`config.mk`:
```
export PLATFORM = sky130hd
export DESIGN_NAME = mcpu_prefetch_queue
export DESIGN_NICKNAME = d
export VERILOG_FILES = /design/src/rtl/mcpu_pkg.sv /design/src/rtl/mcpu_sync_fifo.sv /design/src/rtl/mcpu_prefetch_queue.sv
export SDC_FILE = /design/constraint.sdc
export NUM_CORES = 1
export LEC_CHECK = 0
export BUFFER_PORTS_ARGS = -buffer_cell sky130_fd_sc_hd__buf_2
export CAP_MARGIN = 20
export CORE_MARGIN = 2
export CORE_UTILIZATION = 60
export DETAILED_ROUTE_END_ITERATION = 16
export GPL_TIMING_DRIVEN = 0
export PLACE_DENSITY = 0.79
export SYNTH_ARGS = -nofsm -noshare
export SYNTH_HDL_FRONTEND = slang
export SYNTH_SLANG_ARGS = --single-unit
```
`constraint.sdc`:
```
create_clock -name clk -period 3.95 [get_ports clk]
set_input_delay 0.395 -clock clk [delete_from_list [all_inputs] [get_ports clk]]
set_output_delay 0.395 -clock clk [all_outputs]
set_load 0.01 [all_outputs]
```
`src/rtl/mcpu_pkg.sv`:
```
// ============================================================================
// Module   : mcpu_pkg
// Brief    : Shared widths and opcode constants for the mcpu front end.
// Revision : 1.0 - initial release
// ============================================================================
`default_nettype none

package mcpu_pkg;

  localparam int WORD_SIZE  = 16;
  localparam int ADDR_WIDTH = 8;

  typedef enum logic [3:0] {
    OP_ADD  = 4'h0,
    OP_SUB  = 4'h1,
    OP_AND  = 4'h2,
    OP_OR   = 4'h3,
    OP_LD   = 4'h4,
    OP_ST   = 4'h5,
    OP_BEQ  = 4'h6,
    OP_JMP  = 4'h7,
    OP_NOP  = 4'hF
  } opcode_e;

endpackage

`default_nettype wire

```
`src/rtl/mcpu_sync_fifo.sv`:
```
// ============================================================================
// Module   : mcpu_sync_fifo
// Brief    : Power-of-two synchronous FIFO with flush; storage is not reset.
// Revision : 1.0 - initial release
// ============================================================================
`default_nettype none

module mcpu_sync_fifo #(
  parameter int WIDTH = 24,
  parameter int DEPTH = 4
) (
  input  logic                       clk,
  input  logic                       reset,
  input  logic                       flush,
  input  logic                       push,
  input  logic                       pop,
  input  logic [WIDTH-1:0]           din,
  output logic [WIDTH-1:0]           dout,
  output logic [$clog2(DEPTH):0]     count
);

  localparam int PW = $clog2(DEPTH);
  localparam int CW = PW + 1;
  localparam logic [CW-1:0] c_depth = CW'(DEPTH);

  logic [WIDTH-1:0] r_mem [DEPTH];
  logic [PW-1:0]    r_wr_ptr;
  logic [PW-1:0]    r_rd_ptr;
  logic [CW-1:0]    r_count;
  logic             w_do_pop;
  logic             w_do_push;

  // Guards keep the FIFO self-consistent even if a caller misbehaves.
  assign w_do_pop  = pop & (r_count != '0);
  assign w_do_push = push & ((r_count < c_depth) | w_do_pop);

  always_ff @(posedge clk) begin
    if (reset || flush) begin
      r_wr_ptr <= '0;
      r_rd_ptr <= '0;
      r_count  <= '0;
    end else begin
      if (w_do_push) r_wr_ptr <= r_wr_ptr + PW'(1);
      if (w_do_pop)  r_rd_ptr <= r_rd_ptr + PW'(1);
      case ({w_do_push, w_do_pop})
        2'b10:   r_count <= r_count + CW'(1);
        2'b01:   r_count <= r_count - CW'(1);
        default: r_count <= r_count;
      endcase
    end
  end

  always_ff @(posedge clk) begin
    if (w_do_push && !reset && !flush) r_mem[r_wr_ptr] <= din;
  end

  assign dout  = r_mem[r_rd_ptr];
  assign count = r_count;

endmodule

`default_nettype wire

```
`src/rtl/mcpu_prefetch_queue.sv`:
```
// ============================================================================
// Module   : mcpu_prefetch_queue
// Brief    : Instruction prefetch queue: fetch PC, redirect flush, head output.
// Revision : 1.0 - initial release
// ============================================================================
`default_nettype none

module mcpu_prefetch_queue #(
  parameter int WORD_SIZE  = mcpu_pkg::WORD_SIZE,
  parameter int ADDR_WIDTH = mcpu_pkg::ADDR_WIDTH,
  parameter int DEPTH      = 4
) (
  input  logic                     clk,
  input  logic                     reset,
  input  logic                     fetch_en,
  output logic [ADDR_WIDTH-1:0]    instraddr,
  input  logic [WORD_SIZE-1:0]     instrrd,
  output logic                     instr_valid,
  output logic [WORD_SIZE-1:0]     instr,
  output logic [ADDR_WIDTH-1:0]    instr_pc,
  input  logic                     instr_ready,
  input  logic                     redirect,
  input  logic [ADDR_WIDTH-1:0]    redirect_pc,
  output logic [$clog2(DEPTH):0]   count
);

  import mcpu_pkg::*;

  localparam int CW = $clog2(DEPTH) + 1;
  localparam int EW = ADDR_WIDTH + WORD_SIZE;
  localparam logic [CW-1:0] c_depth = CW'(DEPTH);

  logic [ADDR_WIDTH-1:0] r_fetch_pc;
  logic [CW-1:0]         w_count;
  logic [EW-1:0]         w_head;
  logic                  w_pop;
  logic                  w_push;

  assign instr_valid = (w_count != '0);
  assign w_pop  = instr_valid & instr_ready & ~redirect;
  assign w_push = fetch_en & ~redirect & ((w_count < c_depth) | w_pop);

  always_ff @(posedge clk) begin
    if (reset)         r_fetch_pc <= '0;
    else if (redirect) r_fetch_pc <= redirect_pc;
    else if (w_push)   r_fetch_pc <= r_fetch_pc + ADDR_WIDTH'(1);
  end

  // Each entry carries the fetch address alongside the word for instr_pc.
  mcpu_sync_fifo #(
    .WIDTH (EW),
    .DEPTH (DEPTH)
  ) u_fifo (
    .clk   (clk),
    .reset (reset),
    .flush (redirect),
    .push  (w_push),
    .pop   (w_pop),
    .din   ({r_fetch_pc, instrrd}),
    .dout  (w_head),
    .count (w_count)
  );

  assign instraddr = r_fetch_pc;
  assign instr     = w_head[WORD_SIZE-1:0];
  assign instr_pc  = w_head[EW-1:WORD_SIZE];
  assign count     = w_count;

endmodule

`default_nettype wire

```
==> results of run 1 <==
==> stage by stage <==
stage	total power, W	setup slack, ns	cell area [µm²]	instances	utilization
after floorplan	0.00141	1.61	4430	239	-
after global routing	0.00296	1.37	5530	436	0.766
final	0.00286	1.56	5530	436	0.766
after CTS	0.00288	1.52	5530	436	0.766
after global placement	0.00145	1.38	4860	400	0.674
after detailed placement	0.00146	1.37	4960	404	0.688
==> logic make-up (layout without fill, tap and decap cells) <==
logic type | count (synthesis) | count (layout)
flip-flops | 113 | 113
multiplexers | 24 | 24
AND/OR/NAND/NOR | 37 | 37
XOR/XNOR | 11 | 11
AO/OA/AOI/OAI | 21 | 21
buffers and inverters | 26 | 124
adder cells (fa/ha/maj) | 7 | 7
==> sequential cells by signal (all words and copies together) (netlist names), named ones only <==
register and count:
u_fifo.r_wr_ptr 2, u_fifo.r_rd_ptr 2, u_fifo.r_mem 96, instraddr 8
u_fifo.count 3
==> worst max-delay path, stage by stage (launching register included) <==
cell      delay, ns
dfxtp_1        0.38
nand2b_1       0.06
buf_2          0.17
and2_1         0.16
clkbuf_2       0.15
nand2b_1       0.09
ha_1           0.18
inv_1          0.06
fa_1           0.37
xor2_1         0.16
or3_2          0.41
a21oi_1        0.14
==> synth_stat cells, drive strengths merged <==
master and count:
a21oi 11, nand3 3, fa 1, xor2 2, and3 8, buf 9
o21a 7, nor3 1, dfxtp 17, inv 12, nor2b 1, nor2 8
o21ai 1, nand4 3, edfxtp 96, or3 2, clkbuf 5, or2 1
a31o 1, a211oi 1, and4 1, mux4 24, and3b 1, nand2b 2
ha 6, and2 2, xnor2 9, nand2 4
==> cell type report <==
class	count	area, µm²
Buffer	14	85.1
Clock inverter	14	146
Clock buffer	18	418
Inverter	12	45.0
Fill cell	429	1690
Multi-Input combinational cell	100	1080
Tap cell	99	124
Timing Repair Buffer	66	408
Sequential cell	113	3220
==> power groups by stage <==
stage	clock network, W	logic [W]	registers (W)
detailed placement	0	0.000103	0.00135
global route	0.00151	0.000114	0.00133
finish	0.00142	0.000104	0.00133
floorplan	0	0.0000533	0.00135
CTS	0.00145	0.000105	0.00133
global placement	0	0.0000970	0.00135
==> worst max path at each step <==
stage,startpoint,to,slack [ns],depth (start not counted)
detailed placement,instr_ready,u_fifo.count[2],1.37,12
floorplan,instr_ready,u_fifo.count[2],1.61,11
finish,u_fifo.count[2],u_fifo.count[2],1.56,11
CTS,register,instr_pc[3],1.52,4
global placement,instr_ready,u_fifo.count[2],1.38,12
global route,u_fifo.count[2],u_fifo.count[2],1.37,11
==> routing by layer <==
| metal | vias up | global-route usage | wire [µm] |
|---|---|---|---|
| met3 | 7 | 0.0637 | 401 |
| met1 | 1216 | 0.270 | 3260 |
| met2 | 74 | 0.357 | 4160 |
| met5 | - | 0 | 0 |
| li1 | 1103 | - | - |
| met4 | 0 | 0.0782 | 79 |
==> results.ini, run 1 <==
[synth]
synth.area.mux_share = 0.122
synth_top_family_by_area = multiplexers
synth_compound_area_frac = 0.0299
synthAdderAreaFrac = 0.0215
synth.top_cells.by_area = edfxtp_1 (65%), mux4_2 (12%), dfxtp_1 (7.7%)
ys_seq_elements = 113
synth_xor_area_frac = 0.0218
yosysUniqueCellTypes = 35
synth_top_area_frac = 0.651
synth_area_um2 = 4430
synth_nets = 275
yosysSeqAreaShare = 0.728
netlist_instances = 239
synth_simple_gate_area_share = 0.0477
yosysTopAreaCell = edfxtp_1
ys_warn_count = 0
postSynthAreaPerCell_um2 = 18.5

[grt]
grt_start_max_net_pins = 17
antenna_found_initial = 0
grt_pass1_vias = 2451
grt_pass1_wl_um = 12800
gr-total-overflow = 0
grt_use_total = 0.214

[pwr]
power.share.clock = 0.498
power.internal_w = 0.00231
powerDensity_nw_per_um2 = 518
peakVddDrop_uv = 385
p_seq_frac = 0.466
p_sw_frac = 0.193
p_leak_nw = 2.01
comb_power_share = 0.036
power_switching_w = 0.000553

[place]
dp_hpwl_um = 4830
gp_congestion = 0.805
numPortBuffers = 62

[clock_tree]
cts_sinks = 113
cts_root_buf = clkbuf_8
clk-insertion-delay-late_ns = 0.50
cts_resized = 0
cts_buffers = 17
cts_hold_buf = 0
cts.path.max_buffers = 2
cts_tree = built
clkTransAtPathRegs_ns = 0.05
cts_setup_buffers = 0
htree_levels = 4

[detailed_routing]
antenna_left = 0
avgViaCountPerCell = 5.50
drc = 0
routed_wl_um = 7900
vias = 2400
drt_iter0_markers = 123
routedWlPerCell_um = 18.1
dr.pass1.iters = 4

[floorplan]
die_x_um = 89.9
start_util = 0.614
coreArea_um2 = 7210
die-area_um2 = 8090
rows = 31
die_h_um = 89.9
ios = 65

[layout]
layout_common_cells = edfxtp_1 (96), buf_2 (67), mux4_2 (24)
drive_above_1_share = 0.392
antenna_cells = 0
area_growth_pct = 24.7
final_common_cell = edfxtp_1
nets = 360

[timing]
fin_crit_sh = 0.605
fin_crit_ns = 2.39
worst_slew_pin_slew_ns = 0.721
max_freq_mhz = 419
finalSetupViolCount = 0
drv_slew = 0
holdWs_ns = 0.113
finalSetupTns_ns = 0
fin_skew_ns = 0.00935
rsz0062_at_grt = false
final_hold_viol_count = 0
max_slew_margin = 0.520

[worst_setup_path]
reg2reg_from = u_fifo.count[2]
crit_fanout = 9
startpoint_type = register
timing.rr.end = u_fifo.count[2]
cp-end-kind = register
rr_worst_depth = 11
crit_required_ns = 4.38
reg2reg_slack_ns = 1.56
critPathKind = register to register
arrival_ns = 2.82

[flow_run]
drv_cap = 0

[hold_path]
min_delay_path_depth = 1
min_to = u_fifo.r_mem[2][8]
hp-start = instrrd[8]
min_path_type = input pin to register

[status]
outcome = finished clean

Power figures use the tool's default switching activity.
==> inputs of run 2 (changes only) <==
--- a/config.mk
+++ b/config.mk
@@ -8,10 +8,10 @@
 export BUFFER_PORTS_ARGS = -buffer_cell sky130_fd_sc_hd__buf_2
 export CAP_MARGIN = 20
 export CORE_MARGIN = 2
-export CORE_UTILIZATION = 60
+export CORE_UTILIZATION = 51
 export DETAILED_ROUTE_END_ITERATION = 16
 export GPL_TIMING_DRIVEN = 0
-export PLACE_DENSITY = 0.79
+export PLACE_DENSITY = 0.71
 export SYNTH_ARGS = -nofsm -noshare
 export SYNTH_HDL_FRONTEND = slang
 export SYNTH_SLANG_ARGS = --single-unit
==> constraint.sdc (replaced) <==
create_clock -name clk -period 1.9 [get_ports clk]
set_input_delay 0.19 -clock clk [delete_from_list [all_inputs] [get_ports clk]]
set_output_delay 0.19 -clock clk [all_outputs]
set_load 0.01 [all_outputs]
==> run 2 against run 1 <==
Effect of this change:
- the flow now finishes with violations (setup timing)
- critical path depth shrank 7
- utilization shrank 4.3 points
- sequential power grew 110%
- critical endpoint is now instr_pc[1]
- largest cell class unchanged
- highest routed layer unchanged
==> results.ini, run 2 (synthesized netlist as in run 1, its figures left out) <==
[floorplan]
start_util = 0.534  ; -0.0802
die-area_um2 = 9450  ; +17%
die_x_um = 97.2  ; +8.1%
ios = 65  ; unchanged
rows = 33  ; +6.5%
coreArea_um2 = 8300  ; +15%
die_h_um = 97.2  ; +8.1%

[detailed_routing]
wl_met3_um = 544  ; +36%
vias = 2473  ; +3.0%
route.met2.wl_um = 4370  ; +5.1%
routed_wl_um = 8580  ; +8.5%
wl_met1_um = 3560  ; +9.0%
avgViaCountPerCell = 5.33  ; -3.2%
drc = 0  ; unchanged
routedWlPerCell_um = 18.5  ; +2.0%
dr.pass1.iters = 4  ; unchanged
antenna_left = 0  ; unchanged
drt_iter0_markers = 111  ; -9.8%
top_layer = met4

[pwr]
peakVddDrop_uv = 771  ; +100%
powerDensity_nw_per_um2 = 1070  ; +110%
p_sw_frac = 0.184  ; -0.00974
p_leak_nw = 2.21  ; +9.5%
comb_power_share = 0.041  ; +0.005
power.share.clock = 0.527  ; +0.029
power_switching_w = 0.00118  ; +110%
p_seq_frac = 0.431  ; -0.035
power.internal_w = 0.00524  ; +130%

[layout]
antenna_cells = 0  ; unchanged
drive_above_1_share = 0.418  ; +0.0261
layout_common_cells = edfxtp_1 (96), buf_2 (50), mux4_2 (24)
nets = 383  ; +6.4%
largest_reg_flops = 96  ; unchanged
final_common_cell = edfxtp_1
area_growth_pct = 35.5
multi_input_area_um2 = 1110  ; +3.3%
finalCoreUtilization = 0.723  ; -0.0427
top_register = u_fifo.r_mem
regArea_um2 = 3230  ; +0.23%
fillerInstances = 490  ; +14%

[worst_setup_path]
path_depth = 4  ; -7
path_cells = buf_12 -> buf_8 -> mux4_2 -> buf_6
critPathSlowestCell = mux4_2
arrival_ns = 1.79  ; -1.03 ns
reg2reg_from = u_fifo.count[2]
timing.rr.end = u_fifo.count[2]
critPathKind = register to output pin
crit_end = instr_pc[1]
crit_family = multiplexers
cpPeakStageDelay_ns = 0.53  ; +0.12 ns
startpoint_type = register
critPathBufInv = 3  ; unchanged
crit_required_ns = 1.71  ; -2.67 ns
crit_fanout = 6  ; -3
cp-end-kind = output pin
rr_worst_depth = 10  ; -1
reg2reg_slack_ns = -0.02  ; -1.58 ns

[timing]
worst_slew_pin_slew_ns = 0.454  ; -0.267 ns
setup_slack_ns = -0.0751  ; -1.64 ns
max_slew_margin = 0.697  ; +0.178
fin_skew_ns = 0.00801  ; -0.00133 ns
rsz0062_at_grt = true
final_hold_viol_count = 0  ; unchanged
holdWs_ns = 0.0138  ; -0.0996 ns
max_freq_mhz = 506
fin_crit_ns = 1.98
fin_crit_sh = 1.04
finalSetupViolCount = 25  ; +25
drv_slew = 0  ; unchanged
finalSetupTns_ns = -1.30  ; -1.30 ns

[hold_path]
min_delay_path_depth = 4  ; +3
min_path_type = input pin to register

[clock_tree]
cts_buffers = 17  ; unchanged
clkTransAtPathRegs_ns = 0.05  ; about the same
cts.path.max_buffers = 2  ; unchanged
htree_levels = 4  ; unchanged
cts_sinks = 113  ; unchanged
cts_root_buf = clkbuf_8
cts_tree = built
clk-insertion-delay-late_ns = 0.50  ; about the same

[place]
numPortBuffers = 62  ; unchanged
dp_slack_ns = -0.320  ; -1.69 ns
dp_hpwl_um = 4760  ; -1.5%
gp_congestion = 0.823  ; +2.3%

[status]
outcome = finished with violations
violations = setup timing

[grt]
grt_use_total = 0.183  ; -0.0310
gr-total-overflow = 0  ; unchanged
grt_pass1_wl_um = 13100  ; +2.0%
grt_start_max_net_pins = 19  ; +2
grt_pass1_vias = 2521  ; +2.9%
antenna_found_initial = 0  ; unchanged

[flow_run]
drv_cap = 0  ; unchanged

run 2: changes by cell type in the layout (fill, tap and decap cells not counted), moves of 3 or more:
cell and change:
buf_12 +3, buf_2 -17, buf_4 +6, buf_6 +13, buf_8 +4, bufinv_16 +3
clkinv_2 -3, dfxtp_1 -4, dfxtp_2 +3, dlygate4sd3_1 +17
run 2: cell type report:
cell class,count,area share
clock inverters,13,0.0359
inverters,12,0.00750
plain buffers,11,0.0194
multi-input cells,100,0.185
well taps,105,0.0219
flip-flops and latches,113,0.538
repair buffers,92,0.122
clock buffers,18,0.0696
run 2: tightest hold or removal path, stage by stage:
cell	delay, ns
buf_2	0.09
inv_1	0.04
a21oi_1	0.05
o21a_1	0.09
run 2: how the worst min path moves through the flow:
stage / start / to
final: redirect_pc[6] / instraddr[6]
after global routing: redirect_pc[6] / instraddr[6]
after CTS: redirect_pc[6] / instraddr[6]
after detailed placement: instrrd[6] / u_fifo.r_mem[1][6]
after global placement: instrrd[6] / u_fifo.r_mem[1][6]
after floorplan: instrrd[0] / u_fifo.r_mem[0][0]
run 2: through the flow:
stage,power (W),instances,area [µm²]
floorplan,0.00293,239,4460
global placement,0.00302,406,4900
detailed placement,0.00303,410,4960
CTS,0.00642,462,5930
global route,0.00661,464,6000
finish,0.00642,464,6000
run 2: repair_timing:
| action | 4_1_cts | 5_1_grt |
|---|---|---|
| hold buffers | 17 | 0 |
| pin swaps | 3 | 2 |
| buffers inserted | 6 | 1 |
| endpoints found under the setup margin | 54 | 55 |
| resized for setup | 30 | 8 |
| cloned | 1 | 1 |
| endpoints found under the hold margin | 65 | 0 |
run 2: routing by layer:
layer / track usage / vias to the layer above
met3: 0.0583 / 9
met2: 0.293 / 97
met4: 0.0693 / 0
met5: 0 / -
li1: - / 1143
met1: 0.236 / 1224
run 2: power groups by stage:
stage / sequential, W / combinational [W] / clock [W]
floorplan: 0.00281 / 0.000114 / 0
global placement: 0.00281 / 0.000206 / 0
detailed placement: 0.00282 / 0.000215 / 0
CTS: 0.00277 / 0.000259 / 0.00340
global route: 0.00277 / 0.000290 / 0.00355
finish: 0.00277 / 0.000265 / 0.00338
==> inputs of run 3 (changes only) <==
--- a/config.mk
+++ b/config.mk
@@ -8,10 +8,10 @@
 export BUFFER_PORTS_ARGS = -buffer_cell sky130_fd_sc_hd__buf_2
 export CAP_MARGIN = 20
 export CORE_MARGIN = 2
-export CORE_UTILIZATION = 51
+export CORE_UTILIZATION = 35
 export DETAILED_ROUTE_END_ITERATION = 16
 export GPL_TIMING_DRIVEN = 0
-export PLACE_DENSITY = 0.71
+export PLACE_DENSITY = 0.51
 export SYNTH_ARGS = -nofsm -noshare
 export SYNTH_HDL_FRONTEND = slang
 export SYNTH_SLANG_ARGS = --single-unit
==> run 3 against run 2 <==
Effect of this change:
- sequential share of layout area down 0.57 points
- clock power down 8.6%
- first-iteration DRC count down 22%
- worst hold slack better by 0.0052 ns
- register-to-register slack about the same
- sequential power about the same
- the flow still finishes with violations (setup timing)
- wire length down 2.9%
- fmax up 2.6%
==> results.ini, run 3 (synthesized netlist as in run 1, its figures left out) <==
[place]
dp_hpwl_um = 5240  ; +10%
gp_congestion = 0.701  ; -15%
numPortBuffers = 62  ; unchanged
dp_slack_ns = -0.340  ; -0.0199 ns

[worst_setup_path]
reg2reg_slack_ns = -0.02  ; about the same
startpoint_type = register
reg2reg_from = u_fifo.count[2]
critPathKind = register to output pin
cpPeakStageDelay_ns = 0.52  ; about the same
path_cells = buf_8 -> buf_12 -> buf_12 -> mux4_2 -> buf_6
arrival_ns = 1.74  ; -0.05 ns
cp-end-kind = output pin
crit_fanout = 5  ; -1
crit_required_ns = 1.71  ; about the same
rr_worst_depth = 8  ; -2
critPathSlowestCell = mux4_2
timing.rr.end = u_fifo.count[2]
path_common_cell = buf_12

[detailed_routing]
dr.pass1.iters = 4  ; unchanged
vias = 2379  ; -3.8%
drt_iter0_markers = 87  ; -22%
routed_wl_um = 8330  ; -2.9%
routedWlPerCell_um = 15.7  ; -15%
antenna_left = 0  ; unchanged
avgViaCountPerCell = 4.49  ; -16%
drc = 0  ; unchanged

[clock_tree]
htree_levels = 4  ; unchanged
cts.path.max_buffers = 2  ; unchanged
clkTransAtPathRegs_ns = 0.06  ; about the same
cts_root_buf = clkbuf_16
cts_sinks = 113  ; unchanged
cts_buffers = 17  ; unchanged
clk-insertion-delay-late_ns = 0.41  ; -0.09 ns
cts_tree = built

[timing]
max_slew_margin = 0.707  ; +0.0101
fin_skew_ns = 0.00659  ; -0.00142 ns
fin_crit_ns = 1.93  ; -0.0491 ns
worst_slew_pin_slew_ns = 0.439  ; -0.0151 ns
max_freq_mhz = 519  ; +2.6%
finalSetupViolCount = 6  ; -76%
drv_slew = 0  ; unchanged
fin_crit_sh = 1.01  ; -0.0259
setup_slack_ns = -0.0260  ; +0.0491 ns
final_hold_viol_count = 0  ; unchanged
rsz0062_at_grt = true

[floorplan]
ios = 65  ; unchanged
rows = 41  ; +24%
coreArea_um2 = 12500  ; +50%
die_h_um = 116  ; +20%
die-area_um2 = 13600  ; +44%
start_util = 0.355  ; -0.178
die_x_um = 116  ; +20%

[grt]
grt_pass1_vias = 2475  ; -1.8%
antenna_found_initial = 0  ; unchanged
grt_start_max_net_pins = 17  ; -2
grt_pass1_wl_um = 12900  ; -1.4%
gr-total-overflow = 0  ; unchanged
grt_use_total = 0.132  ; -0.0513

[status]
violations = setup timing
outcome = finished with violations

[hold_path]
min_delay_path_depth = 1  ; -3
min_path_type = input pin to register
hp-start = instrrd[7]
min_to = u_fifo.r_mem[3][7]

[layout]
nets = 381  ; -0.52%
drive_above_1_share = 0.444  ; +0.0263
final_common_cell = edfxtp_1
finalCoreUtilization = 0.487  ; -0.236
area_growth_pct = 37.0
antenna_cells = 0  ; unchanged
fillerInstances = 1071  ; +120%
layout_common_cells = edfxtp_1 (96), buf_2 (46), mux4_2 (24)
top_register = u_fifo.r_mem
largest_reg_flops = 96  ; unchanged

[pwr]
peakVddDrop_uv = 459  ; -40%
p_leak_nw = 2.18  ; -1.1%
powerDensity_nw_per_um2 = 1010  ; -5.7%

[flow_run]
drv_cap = 0  ; unchanged

-- run 3: metal layers --
| layer | global-route usage | share of wire | vias to the layer above |
|---|---|---|---|
| met5 | 0 | 0 | - |
| met3 | 0.0514 | 0.047 | 5 |
| li1 | - | - | 1144 |
| met4 | 0.0500 | 0.0098 | 0 |
| met1 | 0.166 | 0.46 | 1165 |
| met2 | 0.207 | 0.48 | 65 |
-- run 3: area by class of cell --
type	instances	area (µm²)	share of cell area
plain buffers	10	100	0.0165
clock buffers	17	425	0.0701
inverters	12	45.0	0.00742
repair buffers	91	764	0.126
flip-flops and latches	113	3230	0.533
multi-input cells	100	1130	0.186
well taps	172	215	0.0355
clock inverters	15	158	0.0260
-- run 3: how the worst max path moves through the flow --
| stage | to | slack (ns) | depth (start not counted) |
|---|---|---|---|
| CTS | u_fifo.count[2] | -0.09 | 9 |
| floorplan | u_fifo.count[2] | -0.18 | 11 |
| finish | instr_pc[0] | -0.03 | 5 |
| global route | u_fifo.count[2] | -0.11 | 8 |
| detailed placement | u_fifo.count[2] | -0.34 | 10 |
| global placement | u_fifo.r_mem[2][1] | -0.51 | 5 |
-- run 3: report_power, final --
part	switching (W)	total, W	internal (W)
sequential	0.0000347	0.00277	0.00273
combinational	0.000121	0.000265	0.000143
clock	0.00115	0.00309	0.00194
-- run 3: repair_timing --
action | CTS | global route
resized for setup | 30 | 12
endpoints found under the hold margin | 47 | 12
hold buffers | 12 | 3
endpoints found under the setup margin | 100 | 24
pin swaps | 2 | 4
setup buffers | 3 | 7
cloned | 1 | 0
-- run 3: critical path: cells and delay by family, from the launching register on --
family	cells	cell delay, ns
muxes	1	0.52
DFF	1	0.33
buffers and inverters	4	0.48
-- run 3: metrics by stage --
step / total power, W / setup TNS, ns / cell area (µm²) / instances / hold WS, ns
floorplan: 0.00293 / -0.212 / 4460 / 239 / 0.289
global placement: 0.00303 / -48.29 / 4990 / 473 / 0.407
detailed placement: 0.00304 / -10.55 / 5080 / 477 / 0.412
CTS: 0.00617 / -0.653 / 5960 / 523 / 0.000261
global route: 0.00634 / -0.901 / 6070 / 530 / 0.00614
finish: 0.00612 / -0.116 / 6070 / 530 / 0.0190
